<file path="src/rtl/rm_dup_encoder_if.sv">
// Byte-in / RAM-write-out bundle for rm_dup_encoder.
//
// Handshake: a din byte transfers on a rising clk edge where
// din_valid && din_ready are both high. din_valid may rise or fall at any
// time; a byte offered while din_ready is low stays with the producer and is
// not consumed. The write side has no back-pressure: every cycle with wr_en
// high is one RAM write of wr_data at wr_addr.
// dbg_state mirrors the encoder FSM state for checkers.
interface rm_dup_encoder_if #(
  parameter string parameter_set = "hqc128"
);
  localparam int N        = (parameter_set == "hqc256") ? 57637 :
                            (parameter_set == "hqc192") ? 35851 : 17669;
  localparam int RAMDEPTH = (N + 127) / 128;
  localparam int ADDR_W   = $clog2(RAMDEPTH);

  logic              start;
  logic [7:0]        din;
  logic              din_valid;
  logic              din_ready;
  logic              wr_en;
  logic [ADDR_W-1:0] wr_addr;
  logic [127:0]      wr_data;
  logic              busy;
  logic              done;
  logic [2:0]        dbg_state;

  modport master (
    output start, din, din_valid,
    input  din_ready, wr_en, wr_addr, wr_data, busy, done, dbg_state
  );

  modport slave (
    input  start, din, din_valid,
    output din_ready, wr_en, wr_addr, wr_data, busy, done, dbg_state
  );
endinterface

</file>
<file path="src/rtl/rm_dup_encoder.sv">
// RM(1,7) duplicated inner-code encoder for the HQC encrypt path.
// Each accepted RS byte becomes a 128-bit Reed-Muller codeword that is
// written MULTIPLICITY times to consecutive RAM addresses.
// Optional feature macro: RM_ENC_TAIL_PAD_EN -- when defined, the RAM words
// past the last codeword (up to RAMDEPTH-1) are written with zeros before done.
module rm_dup_encoder #(
  parameter string parameter_set = "hqc128",
  parameter int    RAMWIDTH      = 128
) (
  input  logic             clk,
  input  logic             rst,
  rm_dup_encoder_if.slave  bus
);

  localparam int N1_BYTES     = (parameter_set == "hqc256") ? 90 :
                                (parameter_set == "hqc192") ? 56 : 46;
  localparam int MULTIPLICITY = (parameter_set == "hqc128") ? 3 : 5;
  localparam int N            = (parameter_set == "hqc256") ? 57637 :
                                (parameter_set == "hqc192") ? 35851 : 17669;
  localparam int RAMDEPTH     = (N + RAMWIDTH - 1) / RAMWIDTH;
  localparam int LOG_RAMDEPTH = $clog2(RAMDEPTH);
  localparam int BYTE_W       = $clog2(N1_BYTES);
  localparam int REP_W        = $clog2(MULTIPLICITY + 1);

  localparam logic [BYTE_W-1:0] BYTE_LAST = BYTE_W'(N1_BYTES - 1);
  localparam logic [REP_W-1:0]  REP_LAST  = REP_W'(MULTIPLICITY - 1);
`ifdef RM_ENC_TAIL_PAD_EN
  localparam logic [LOG_RAMDEPTH-1:0] ADDR_LAST = LOG_RAMDEPTH'(RAMDEPTH - 1);
`endif

  typedef enum logic [2:0] {
    S_IDLE  = 3'd0,
    S_LOAD  = 3'd1,
    S_WRITE = 3'd2,
    S_FIN   = 3'd3
`ifdef RM_ENC_TAIL_PAD_EN
    ,
    S_PAD   = 3'd4
`endif
  } state_t;

  state_t                  state, state_d;
  logic [RAMWIDTH-1:0]     cw_q;
  logic [BYTE_W-1:0]       byte_cnt;
  logic [REP_W-1:0]        rep;
  logic [LOG_RAMDEPTH-1:0] addr;

  // Codeword bit i is the affine function m[0] ^ <m[7:1], i> over GF(2).
  function automatic logic [RAMWIDTH-1:0] rm_encode(input logic [7:0] m);
    logic [RAMWIDTH-1:0] cw;
    logic [6:0]          idx;
    cw = '0;
    for (int i = 0; i < RAMWIDTH; i++) begin
      idx   = 7'(i);
      cw[i] = m[0] ^ (^(m[7:1] & idx));
    end
    return cw;
  endfunction

  // State register; reset aborts any encode in progress.
  always_ff @(posedge clk or posedge rst) begin
    if (rst) state <= S_IDLE;
    else     state <= state_d;
  end

  // Next-state and Moore outputs.
  always_comb begin
    state_d       = state;
    bus.din_ready = 1'b0;
    bus.wr_en     = 1'b0;
    bus.busy      = 1'b0;
    bus.done      = 1'b0;
    case (state)
      S_IDLE: begin
        if (bus.start) state_d = S_LOAD;
      end
      S_LOAD: begin
        bus.din_ready = 1'b1;
        bus.busy      = 1'b1;
        if (bus.din_valid) state_d = S_WRITE;
      end
      S_WRITE: begin
        bus.wr_en = 1'b1;
        bus.busy  = 1'b1;
        if (rep == REP_LAST) begin
          if (byte_cnt == BYTE_LAST) begin
`ifdef RM_ENC_TAIL_PAD_EN
            state_d = S_PAD;
`else
            state_d = S_FIN;
`endif
          end else begin
            state_d = S_LOAD;
          end
        end
      end
`ifdef RM_ENC_TAIL_PAD_EN
      S_PAD: begin
        bus.wr_en = 1'b1;
        bus.busy  = 1'b1;
        if (addr == ADDR_LAST) state_d = S_FIN;
      end
`endif
      S_FIN: begin
        bus.done = 1'b1;
        state_d  = S_IDLE;
      end
      default: state_d = S_IDLE;
    endcase
  end

  // Counters and codeword register.
  always_ff @(posedge clk or posedge rst) begin
    if (rst) begin
      cw_q     <= '0;
      byte_cnt <= '0;
      rep      <= '0;
      addr     <= '0;
    end else begin
      case (state)
        S_IDLE: begin
          if (bus.start) begin
            byte_cnt <= '0;
            addr     <= '0;
          end
        end
        S_LOAD: begin
          if (bus.din_valid) begin
            cw_q <= rm_encode(bus.din);
            rep  <= '0;
          end
        end
        S_WRITE: begin
          addr <= addr + 1'b1;
          rep  <= rep + 1'b1;
          if (rep == REP_LAST && byte_cnt != BYTE_LAST) byte_cnt <= byte_cnt + 1'b1;
        end
`ifdef RM_ENC_TAIL_PAD_EN
        S_PAD: begin
          addr <= addr + 1'b1;
        end
`endif
        default: ;
      endcase
    end
  end

  // Write port: data and address are only driven while writing; pad words are zero.
  always_comb begin
    bus.wr_addr   = bus.wr_en ? addr : '0;
    bus.wr_data   = (state == S_WRITE) ? cw_q : '0;
    bus.dbg_state = 3'(state);
  end

endmodule

</file>
<file path="src/flat_wrapper.sv">
// flat-port wrapper written by rule: the top's interface ports become plain ports
module rm_dup_encoder_flat 
#(
  parameter string parameter_set = "      ",
  parameter int    RAMWIDTH      = 128
)
  (clk, rst, bus_start, bus_din, bus_din_valid, bus_din_ready, bus_wr_en, bus_wr_addr, bus_wr_data, bus_busy, bus_done, bus_dbg_state);
  rm_dup_encoder_if #(.parameter_set(parameter_set)) bus_i ();
  input  logic clk;
  input  logic rst;
  input wire logic [$bits(bus_i.start)-1:0] bus_start;
  input wire logic [$bits(bus_i.din)-1:0] bus_din;
  input wire logic [$bits(bus_i.din_valid)-1:0] bus_din_valid;
  output wire logic [$bits(bus_i.din_ready)-1:0] bus_din_ready;
  output wire logic [$bits(bus_i.wr_en)-1:0] bus_wr_en;
  output wire logic [$bits(bus_i.wr_addr)-1:0] bus_wr_addr;
  output wire logic [$bits(bus_i.wr_data)-1:0] bus_wr_data;
  output wire logic [$bits(bus_i.busy)-1:0] bus_busy;
  output wire logic [$bits(bus_i.done)-1:0] bus_done;
  output wire logic [$bits(bus_i.dbg_state)-1:0] bus_dbg_state;
  assign bus_i.start = bus_start;
  assign bus_i.din = bus_din;
  assign bus_i.din_valid = bus_din_valid;
  assign bus_din_ready = bus_i.din_ready;
  assign bus_wr_en = bus_i.wr_en;
  assign bus_wr_addr = bus_i.wr_addr;
  assign bus_wr_data = bus_i.wr_data;
  assign bus_busy = bus_i.busy;
  assign bus_done = bus_i.done;
  assign bus_dbg_state = bus_i.dbg_state;
  rm_dup_encoder #(.parameter_set(parameter_set), .RAMWIDTH(RAMWIDTH)) u_core (.clk(clk), .rst(rst), .bus(bus_i));
endmodule
</file>
<file path="config.mk">
export PLATFORM = sky130hd
export DESIGN_NAME = rm_dup_encoder_flat
export DESIGN_NICKNAME = d
export VERILOG_FILES = /design/src/rtl/rm_dup_encoder_if.sv /design/src/rtl/rm_dup_encoder.sv /design/src/flat_wrapper.sv
export SDC_FILE = /design/constraint.sdc
export NUM_CORES = 1
export LEC_CHECK = 0
export ABC_AREA = 1
export CELL_PAD_IN_SITES_DETAIL_PLACEMENT = 1
export CELL_PAD_IN_SITES_GLOBAL_PLACEMENT = 2
export CORE_MARGIN = 3
export CORE_UTILIZATION = 31
export DETAILED_ROUTE_END_ITERATION = 8
export GPL_TIMING_DRIVEN = 1
export HOLD_SLACK_MARGIN = 0.02
export PLACE_DENSITY_LB_ADDON = 0.08
export SYNTH_ARGS = -nofsm -noshare
export SYNTH_HDL_FRONTEND = slang
export SYNTH_SLANG_ARGS = --single-unit
</file>
<file path="constraint.sdc">
create_clock -name clk -period 11.7 [get_ports clk]
set_clock_uncertainty 0.05 [all_clocks]
set_input_delay 2.925 -clock clk [delete_from_list [all_inputs] [get_ports clk]]
set_output_delay 2.925 -clock clk [all_outputs]
set_load 0.02 [all_outputs]
</file>
# == Word level (Yosys, flattened, before mapping) ==
# Index checks and enable logic that the tools add are counted.
# totals
ff_bits,148
input_bits,12
output_inout_bits,143
word_cells,300
# op_classes
add_sub_neg,3
n_eq_ne,10
n_mux,18
bitwise_logic,127
reduce_logical,137
# op_table
cell,n
$reduce_xor 7->1,127
$mux 128,1
$xor 1x1->1,127
$mux 8,2
$pmux 8 s2,1
$mux 3,4
$mux 6,2
$pmux 6 s2,1
$pmux 3 s3,1
$add 8x1->8 const B,1
$add 6x1->6 const B,1
$eq 3x2->1 const B,2
$eq 6x6->1 const B,1
$ne 6x6->1 const B,1
$pmux 3 s2,1
$reduce_and 2->1,3
$reduce_and 3->1,2
$mux 1,4
$ne 2x1->1 const B,2
$ne 2x2->1 const B,2
$reduce_bool 2->1,2
$add 3x1->3 const B,1
$eq 3x1->1 const B,1
$eq 3x3->1 const B,1
other kinds (4),4

# == Depth between registers and ports, before layout ==
# Gate-level depths: netlist of the first run.
# logic_depth
ltp_word,4
mapped_depth,10
depth_no_buf,9

# == Worst setup path before layout of the first run ==
# No wires, ideal clock.
# synth_timing
path_kind,register to output
startpoint,register u_core.state[0] (netlist: u_core.bus.dbg_state[0])
endpoint,output bus_wr_data[74]
arrival_time_ps,1846
required_time_ps,8725
path_slack_ps,6879
stages_incl_launch_ff,8
path_buffers,3
cell_sequence,dfrtp_1 > inv_1 > ha_1 > buf_2 > clkbuf_1 > clkbuf_1 > nand2_1 > inv_1
# synth_via
elab_chain_cells,2
# synth_lines
element,line,source
from (decl),rm_dup_encoder.sv:42,"state_t state, state_d;"
from (signal assigned),rm_dup_encoder.sv:63,else state <= state_d;
$eq 3x2->1,rm_dup_encoder.sv:151,bus.wr_data = (state == S_WRITE) ? cw_q : '0;
$mux 128,rm_dup_encoder.sv:151,
to (decl),flat_wrapper.sv:17,output wire logic [$bits(bus_i.wr_data)-1:0] bus_wr_data;
# Every way passes these cells.

# == Final worst setup path of the first run ==
# layout_timing
startpoint,register u_core.state[0] (netlist: u_core.bus.dbg_state[0])
endpoint,output bus_wr_data[124]
# Same word-level chain as after synthesis.

==> run metrics, run 1 <==
status=completed; Setup-failing EPs final=0; GRT Total Usage=0.196; share of layout cells above drive strength 1=0.0570; final setup TNS=0 ns; mapped cell area=between 8000 and 9000 um2; Final ANT Viol Nets=0; CP required=8.73 ns; crit path max-delay cell type=buf_4; RSZ-0062 raised after global routing=no; Slew headroom=0.277; number of global-route vias before repair=8521; row cnt=60; Die Footprint=30300 um2; hold crit path type=register to register; drc violations=0; maximum vdd ir drop=0.0934 mV; Post-DP HPWL=20.1 mm; I/O Buffers=153; most common cell after layout, fill and taps aside=nand2_1; synthesis-to-layout area growth=27.0%; Pleak=around 0.0063 uW; FMAX=0.158 GHz; Ant. Diodes=0; cell mode on critical path=inv_1; # IOs=155; FF/Latch Area=~3700 um2; H-tree depth=4; post-CTS setup buffers=0; Initial Utilization=0.320; cell family contributing the most delay on the critical path=buffers and inverters; Vias/cell=between 4 and 5; CTS tree=built; antenna violations before repair=0; Clock transition at path regs=0.07 ns; CTS Hold Bufs=0; sw frac=0.425; First-pass DRT Iterations=5; critical path arrival=3.35 ns; gpl congestion=0.776; Wirelength per Cell=16.2 um; Clock Power Share=0.226; Num Clock Sinks=roughly 150; Final Hold Viols=0; hold path depth=2; Worst Setup Start Kind=register; First DRT Iteration DRCs=379; Clk Tree Root Cell=clkbuf_16; Clock Tree Buf Depth=2; die span in x=174 um; PwrDens=241 nW/um2; final instance area=~11000 um2; #FFs+latches synth=between 100 and 150; via count=8226; final wirelength=29.1 mm; worst r2r path cells=9; Yosys cell types=36; most frequent cells in the layout=559 x nand2_1, 186 x inv_1, 153 x clkdlybuf4s50_1; Multi-input gate area=~4000 um2; Synth warnings=0; Tightest Pin Transition=about 1.1 ns; crit end category=output pin; fin util=0.407; Psw=1140 uW; Period minus WS final=~6.3 ns; post_cts resized=0; CORE AREA=27300 um2; layout filler cell count=3520; WS Path Type=register to output pin; critical-path maximum fanout=roughly 110; final hold slack=roughly 0.43 ns; first-pass GRT wire length=47.6 mm; max-cap viol count=0; Pins Over Slew Limit=0; DIE HEIGHT=174 um; Final period util=0.541; syn nets=1313; Crit path depth=6; Clk Latency, worst-skew pair=between 0.4 and 0.5 ns; chain of cells forming the critical path=inv_1, ha_4, buf_4, nand2_1, inv_1, clkdlybuf4s50_1; Net count, final=1430; Flop pwr share=0.337; Internal=between 1500 and 2000 uW; Avg Inst Size Synth=between 6 and 7 um2; Total Power Consumption=between 2000 and 3000 uW; max incr delay on CP=0.91 ns; Comb pwr share=0.438; Worst Path Buf+Inv=4; sequential cell area fraction in the yosys report=0.420; gr ovfl total=0; placed inst area=10500 um2; Post-Synthesis Cells=between 1000 and 1500; CTS buffer count=17; largest net degree at the start of global routing=110
logic make-up after synthesis:
logic type / synth area share
AO/OA/AOI/OAI: 0.0666
XOR/XNOR: 0.0329
adder cells (fa/ha/maj): 0.0143
buffers and inverters: 0.122
flip-flops: 0.420
other: 0.000428
AND/OR/NAND/NOR: 0.343
synthesized netlist by cell type (all sizes together):
master  count  area (um2)
nand2     581        2270
inv       196         743
dfrtp     147        3680
nor2       77         314
o21ai      68         340
nand3      66         350
buf        44         267
a21oi      25         125
clkbuf     16        60.1
xnor2      16         148
xor2       16         140
ha         10         125
a31oi       8        50.1
nand4       6        37.5
o21a        5        37.5
or2         2        12.5
a21o        1        7.51
and3        1        6.26
conb        1        3.75
nand3b      1        7.51
nor3        1        5.00
o211ai      1        7.51
o21bai      1        7.51
o31ai       1        7.51
worst paths after layout:
| check | slack (ns) | startpoint | end |
|---|---|---|---|
| max in group asynchronous | 7.20 | rst | u_core.cw_q[127]$_DFFE_PP0P_ |
| setup reg to reg | 8.37 | u_core.bus.dbg_state[1]$_DFFE_PP0P_ | u_core.cw_q[53]$_DFFE_PP0P_ |
| setup / recovery | 5.38 | u_core.bus.dbg_state[0]$_DFFE_PP0P_ | bus_wr_data[124] |
| hold reg to reg | 0.43 | u_core.cw_q[9]$_DFFE_PP0P_ | u_core.cw_q[9]$_DFFE_PP0P_ |
| hold / removal | 0.43 | u_core.cw_q[9]$_DFFE_PP0P_ | u_core.cw_q[9]$_DFFE_PP0P_ |
| min in group asynchronous | 3.00 | rst | u_core.cw_q[8]$_DFFE_PP0P_ |
layer usage:
metal,vias to the layer above,track usage,part of all wire
li1,4097,-,-
met1,3976,0.274,0.50
met2,133,0.320,0.46
met3,20,0.0291,0.030
met4,0,0.0426,0.011
met5,-,0,0
metrics by stage:
step / cells / setup slack, ns
4_1_cts: 1793 / 5.29
3_5_place_dp: 1761 / 5.75
3_3_place_gp: 1761 / 5.81
2_1_floorplan: 1291 / 4.77
5_1_grt: 1793 / 5.06
6_report: 1793 / 5.38
sequential cells by signal, summed over array words and instances (netlist names):
name                  cells
u_core.cw_q             128
u_core.addr               8
u_core.bus.dbg_state      2
u_core.byte_cnt           6
u_core.rep                3
power by group through the flow:
stage / sequential [uW] / combinational, uW / clock [uW]
4_1_cts: 903 / 1200 / 616
2_1_floorplan: 841 / 788 / 0
5_1_grt: 930 / 1330 / 635
3_3_place_gp: 910 / 1160 / 0
6_report: 901 / 1170 / 604
3_5_place_dp: 911 / 1190 / 0
cell type report:
class / count / share of cell area
Clock buffer: 17 / 0.0383
Clock inverter: 15 / 0.0190
Inverter: 196 / 0.0673
Multi-Input combinational cell: 888 / 0.361
Sequential cell: 147 / 0.331
Tap cell: 372 / 0.0419
Timing Repair Buffer: 158 / 0.141
tightest hold or removal path, cell delays in order, from the launching register on:
cell and delay [ns]:
dfrtp_1 0.34, nand2_1 0.05, o21ai_0 0.06
(Power assumes the default switching activity.)
==> inputs of run 2 (changes only) <==
--- a/config.mk
+++ b/config.mk
@@ -9,7 +9,7 @@
 export CELL_PAD_IN_SITES_DETAIL_PLACEMENT = 1
 export CELL_PAD_IN_SITES_GLOBAL_PLACEMENT = 2
 export CORE_MARGIN = 3
-export CORE_UTILIZATION = 31
+export CORE_UTILIZATION = 29
 export DETAILED_ROUTE_END_ITERATION = 8
 export GPL_TIMING_DRIVEN = 1
 export HOLD_SLACK_MARGIN = 0.02
==> constraint.sdc (replaced) <==
create_clock -name clk -period 6.54 [get_ports clk]
set_clock_uncertainty 0.05 [all_clocks]
set_input_delay 1.635 -clock clk [delete_from_list [all_inputs] [get_ports clk]]
set_output_delay 1.635 -clock clk [all_outputs]
set_load 0.02 [all_outputs]
==> run 2 against run 1 <==
Net effect: clock power is 69% higher; worst setup slack worse by 3.5 ns; largest power group unchanged; global-route usage shrank 0.59 points; first-iteration DRC count down 0.79%; sequential share of layout area is essentially flat; sequential cell count is the same; design area about the same; combinational power up 81%; routed wire length rose by 3.2%; largest cell class unchanged.
==> run metrics, run 2 (same netlist as run 1, synthesis figures left out) <==
fin util=0.380 (-0.0270); CORE AREA=29200 um2 (+7.0%); CTS tree=built; row cnt=62 (+3.3%); CP required=4.86 ns (-3.87 ns); First-pass DRT Iterations=4 (-1); HP Start=u_core.cw_q[0]$_DFFE_PP0P_; chain of cells forming the critical path=inv_1, ha_4, buf_4, nand2_1, inv_1, clkdlybuf4s50_1; Clock transition at path regs=0.07 ns (about the same); top flop regs=u_core.cw_q x128, u_core.addr x8, u_core.byte_cnt x6; RSZ-0062 raised after global routing=no; Setup-failing EPs final=0 (unchanged); gr ovfl total=0 (unchanged); # IOs=155 (unchanged); status=completed; DIE HEIGHT=180 um (+3.3%); hold crit path type=register to register; post-CTS setup buffers=0 (unchanged); CTS buffer count=17 (unchanged); Wirelength per Cell=16.6 um (+2.4%); WHS Endpoint=u_core.cw_q[0]$_DFFE_PP0P_; Worst Setup Start Kind=register; largest net degree at the start of global routing=96 (-13%); post_cts resized=0 (unchanged); Comb pwr share=0.449 (+0.011); Final ANT Viol Nets=0 (unchanged); Die Footprint=32300 um2 (+6.7%); first-pass GRT wire length=49.8 mm (+4.4%); RR Endpoint=u_core.byte_cnt[5]$_DFFE_PP0P_; antenna violations before repair=0 (unchanged); drc violations=0 (unchanged); Net count, final=1433 (+0.21%); maximum vdd ir drop=0.188 mV (+100%); Clock Tree Buf Depth=2 (unchanged); via count=8200 (-0.32%); WS Path Type=register to output pin; Clk Latency, worst-skew pair=0.43 ns (about the same); Initial Utilization=0.299 (-0.0210); Layout Cells excl Fill=1808 (+0.84%); Period minus WS final=about 4.7 ns; Ant. Diodes=0 (unchanged); crit path max-delay cell type=clkdlybuf4s50_1; worst r2r path cells=7 (-2); H-tree depth=4 (unchanged); final setup TNS=0 ns (unchanged); beginning of the critical path=u_core.bus.dbg_state[0]$_DFFE_PP0P_; Internal=2720 uW (+76%); share of layout cells above drive strength 1=0.0583 (+0.00128); critical-path maximum fanout=57 (-48%); CTS Hold Bufs=0 (unchanged); critical path arrival=3.00 ns (-0.35 ns); PwrDens=425 nW/um2 (+77%); Pins Over Slew Limit=0 (unchanged); layout filler cell count=3651 (+3.7%); max incr delay on CP=0.59 ns (-0.32 ns); RR Startpoint=u_core.bus.dbg_state[0]$_DFFE_PP0P_; number of global-route vias before repair=8759 (+2.8%); most frequent cells in the layout=559 x nand2_1, 186 x inv_1, 153 x clkdlybuf4s50_1; cell mode on critical path=inv_1; Clock Power Share=0.216 (-0.010); hold path depth=2 (unchanged); synthesis-to-layout area growth=26.9% (about the same); die span in x=180 um (+3.3%); max-cap viol count=0 (unchanged); Clk Tree Root Cell=clkbuf_16; Num Clock Sinks=147 (unchanged); Post-DP HPWL=21.1 mm (+5.4%); Slew headroom=0.388 (+0.111); First DRT Iteration DRCs=376 (-0.79%); Final Hold Viols=0 (unchanged); most common cell after layout, fill and taps aside=nand2_1; FMAX=0.213 GHz; Final period util=0.716; Psw=2010 uW (+77%); Flop pwr share=0.336 (about the same); GRT Total Usage=0.190 (-0.00590); R2R Setup Slk=3.68 ns (-4.69 ns); gpl congestion=0.784 (+1.1%); I/O Buffers=153 (unchanged); Biggest register=u_core.cw_q; final wirelength=30.0 mm (+3.2%); Largest register FFs=128 (unchanged); Vias/cell=4.54 (-1.1%); placed cell count=1776 (+0.85%); crit end category=output pin; Pleak=0.00626 uW (-0.14%); Tightest Pin Transition=0.918 ns (-0.166 ns); sw frac=0.425 (+0.000578)
run 2: critical path: cells and delay by family (launching register included):
family	cells	cell delay, ns
and+or+nand+nor	1	0.15
DFF	1	0.44
buffers and inverters	4	1.36
adders and majority gates	1	0.57
run 2: how the worst max path moves through the flow:
stage                                 end  slack (ns)  depth (start not counted)
3_5_place_dp             bus_wr_data[100]        2.27                          6
4_1_cts                  bus_wr_data[100]        1.80                          6
3_3_place_gp              bus_wr_data[39]        2.29                          6
5_1_grt                   bus_wr_data[88]        1.59                          6
2_1_floorplan  u_core.addr[0]$_DFFE_PP0P_        0.90                          1
6_report                  bus_wr_data[33]        1.86                          6
run 2: area by class of cell:
cell class / instances / area [um2] / share of cell area
multi-input combinational: 888 / 4020 / 0.362
clock buffer: 19 / 443 / 0.0399
tap: 384 / 480 / 0.0433
clock inverter: 13 / 149 / 0.0134
timing repair buffer: 161 / 1590 / 0.143
inverter: 196 / 748 / 0.0674
sequential: 147 / 3680 / 0.331
run 2: routing by layer:
layer | part of all wire | wire [um] | GRT usage | vias to the layer above
met4 | 0.0088 | 265 | 0.0387 | 0
met1 | 0.50 | 15100 | 0.274 | 3948
li1 | - | - | - | 4111
met2 | 0.46 | 13700 | 0.301 | 128
met3 | 0.029 | 865 | 0.0305 | 13
met5 | 0 | 0 | 0 | -
run 2: metrics by stage:
stage / power, uW / hold slack, ns / setup slack, ns / instance area (um2)
2_1_floorplan: 2910 / 0.399 / 0.904 / 8750
3_5_place_dp: 3760 / 0.421 / 2.27 / 10500
4_1_cts: 4800 / 0.437 / 1.80 / 11100
3_3_place_gp: 3720 / 0.417 / 2.29 / 10500
6_report: 4720 / 0.433 / 1.86 / 11100
5_1_grt: 5140 / 0.467 / 1.59 / 11100
run 2: power groups by stage:
| stage | registers, uW | logic [uW] | clock network (uW) |
|---|---|---|---|
| final | 1590 | 2120 | 1020 |
| after global placement | 1610 | 2110 | 0 |
| after CTS | 1590 | 2170 | 1040 |
| after global routing | 1640 | 2410 | 1090 |
| after detailed placement | 1600 | 2150 | 0 |
| after floorplan | 1500 | 1410 | 0 |
==> inputs of run 3 (changes only) <==
--- a/config.mk
+++ b/config.mk
@@ -9,7 +9,7 @@
 export CELL_PAD_IN_SITES_DETAIL_PLACEMENT = 1
 export CELL_PAD_IN_SITES_GLOBAL_PLACEMENT = 2
 export CORE_MARGIN = 3
-export CORE_UTILIZATION = 29
+export CORE_UTILIZATION = 26
 export DETAILED_ROUTE_END_ITERATION = 8
 export GPL_TIMING_DRIVEN = 1
 export HOLD_SLACK_MARGIN = 0.02
==> constraint.sdc (replaced) <==
create_clock -name clk -period 4.3 [get_ports clk]
set_clock_uncertainty 0.05 [all_clocks]
set_input_delay 1.075 -clock clk [delete_from_list [all_inputs] [get_ports clk]]
set_output_delay 1.075 -clock clk [all_outputs]
set_load 0.02 [all_outputs]
==> run 3 against run 2 <==
Net effect: sequential share of layout area is 0.51 points lower; combinational power is 55% higher; clock-buffer cell count stayed put; highest routed layer unchanged; via count is 0.16% lower; utilization is 3.7 points lower; sequential cell count stayed put; first-iteration DRC count is 26% higher; sequential power is 53% higher; design area is 1.6% higher; routed wire length is 5.0% higher; critical path depth stayed put; register-to-register slack worse by 1.9 ns.
==> run metrics, run 3 (same netlist as run 1, synthesis figures left out) <==
Die Footprint=35900 um2 (+11%); Clock Tree Buf Depth=2 (unchanged); synthesis-to-layout area growth=28.9%; Final ANT Viol Nets=0 (unchanged); final hold slack=0.434 ns (+0.00148 ns); CORE AREA=32900 um2 (+12%); pre-CTS setup slack=0.890 ns (-1.38 ns); CTS buffer count=17 (unchanged); final setup TNS=0 ns (unchanged); Initial Utilization=0.266 (-0.0330); GRT Total Usage=0.180 (-0.0101); CTS tree=built; most common cell after layout, fill and taps aside=nand2_1; post_cts resized=0 (unchanged); hold crit path type=register to register; row cnt=66 (+6.5%); Tightest Pin Transition=0.749 ns (-0.168 ns); die span in x=189 um (+5.4%); most frequent cells in the layout=559 x nand2_1, 186 x inv_1, 153 x clkdlybuf4s50_1; CP required=3.17 ns (-1.69 ns); max-cap viol count=0 (unchanged); I/O Buffers=153 (unchanged); Vias/cell=4.37 (-3.6%); Period minus WS final=3.81 ns; gr ovfl total=0 (unchanged); Setup-failing EPs final=0 (unchanged); WS Path Type=register to output pin; Final Hold Viols=0 (unchanged); beginning of the critical path=u_core.bus.dbg_state[0]$_DFFE_PP0P_; final wirelength=31.5 mm (+5.0%); Biggest register=u_core.cw_q; number of global-route vias before repair=8673 (-0.98%); top flop regs=u_core.cw_q x128, u_core.addr x8, u_core.byte_cnt x6; critical path arrival=2.68 ns (-0.32 ns); first-pass GRT wire length=50.7 mm (+2.0%); Slew headroom=0.500 (+0.112); crit end category=output pin; PwrDens=647 nW/um2 (+52%); Wirelength per Cell=16.8 um (+1.3%); Worst Setup Start Kind=register; via count=8187 (-0.16%); layout filler cell count=4125 (+13%); status=completed; critical-path maximum fanout=33 (-42%); gpl congestion=0.802 (+2.3%); RR Startpoint=u_core.bus.dbg_state[0]$_DFFE_PP0P_; fin util=0.343 (-0.0365); CTS Hold Bufs=0 (unchanged); # IOs=155 (unchanged); Final Worst Setup Slack=0.494 ns (-1.36 ns); H-tree depth=4 (unchanged); Pins Over Slew Limit=0 (unchanged); share of layout cells above drive strength 1=0.0629 (+0.00461); Net count, final=1441 (+0.56%); First DRT Iteration DRCs=474 (+26%); Num Clock Sinks=147 (unchanged); First-pass DRT Iterations=4 (unchanged); post-CTS setup buffers=0 (unchanged); RSZ-0062 raised after global routing=no; Clk Tree Root Cell=clkbuf_16; Ant. Diodes=0 (unchanged); maximum vdd ir drop=0.296 mV (+58%); drc violations=0 (unchanged); Final period util=0.885; largest net degree at the start of global routing=145 (+51%); Pleak=0.00631 uW (+0.85%); Clk Latency, worst-skew pair=0.43 ns (about the same); Largest register FFs=128 (unchanged); DIE HEIGHT=189 um (+5.4%); HP Start=u_core.cw_q[120]$_DFFE_PP0P_; Post-DP HPWL=22.1 mm (+4.6%); FMAX=about 0.26 GHz; Total Power Consumption=7300 uW (+54%); Clock transition at path regs=0.06 ns (about the same); antenna violations before repair=0 (unchanged)
==> run 3: cell count changes in the layout (fill, tap and decap cells not counted), sizes merged <==
| cell | before | now |
|---|---|---|
| inv | 201 | 197 |
| bufinv | 2 | 3 |
| buf | 8 | 16 |
| clkinv | 4 | 5 |
| clkinvlp | 2 | 3 |
==> run 3: metal layers <==
layer / part of all wire / vias to the layer above / global-route usage
met5: 0 / - / 0
met2: 0.45 / 121 / 0.285
met4: 0.0058 / 0 / 0.0301
li1: - / 4120 / -
met1: 0.51 / 3937 / 0.262
met3: 0.035 / 9 / 0.0293
==> run 3: layout make-up <==
class	count	area [um2]	area share
Inverter	196	747	0.0662
Clock inverter	12	155	0.0138
Sequential cell	147	3680	0.326
Timing Repair Buffer	169	1690	0.150
Multi-Input combinational cell	888	4020	0.356
Clock buffer	19	443	0.0393
Tap cell	442	553	0.0490
==> run 3: per-stage QoR <==
| step | std cells | cell area [um2] |
|---|---|---|
| 2_1_floorplan | 1291 | 8760 |
| 3_3_place_gp | 1842 | 10700 |
| 3_5_place_dp | 1842 | 10700 |
| 4_1_cts | 1873 | 11300 |
| 5_1_grt | 1873 | 11300 |
| 6_report | 1873 | 11300 |
==> run 3: report_power, final <==
| part | internal (uW) | switching, uW | total [uW] |
|---|---|---|---|
| Combinational | 1280 | 2000 | 3280 |
| Clock | 929 | 655 | 1580 |
| Sequential | 2010 | 426 | 2430 |
| Total | 4210 | 3080 | 7300 |
==> run 3: worst max-delay path, stage by stage, from the launching register on <==
cell,delay (ns)
dfrtp_1,0.44
inv_1,0.18
ha_4,0.44
buf_4,0.39
nand2_1,0.10
inv_1,0.07
clkdlybuf4s50_1,0.60
==> run 3: worst paths after layout <==
check	to	slack (ns)	cells after the start
max reg2reg	u_core.byte_cnt[0]$_DFFE_PP0P_	1.74	10
min reg2reg	u_core.cw_q[120]$_DFFE_PP0P_	0.43	2
max	bus_wr_data[63]	0.49	6
min in group asynchronous	u_core.cw_q[104]$_DFFE_PP0P_	1.06	3
max in group asynchronous	u_core.bus.dbg_state[1]$_DFFE_PP0P_	2.51	3
min	u_core.cw_q[120]$_DFFE_PP0P_	0.43	2
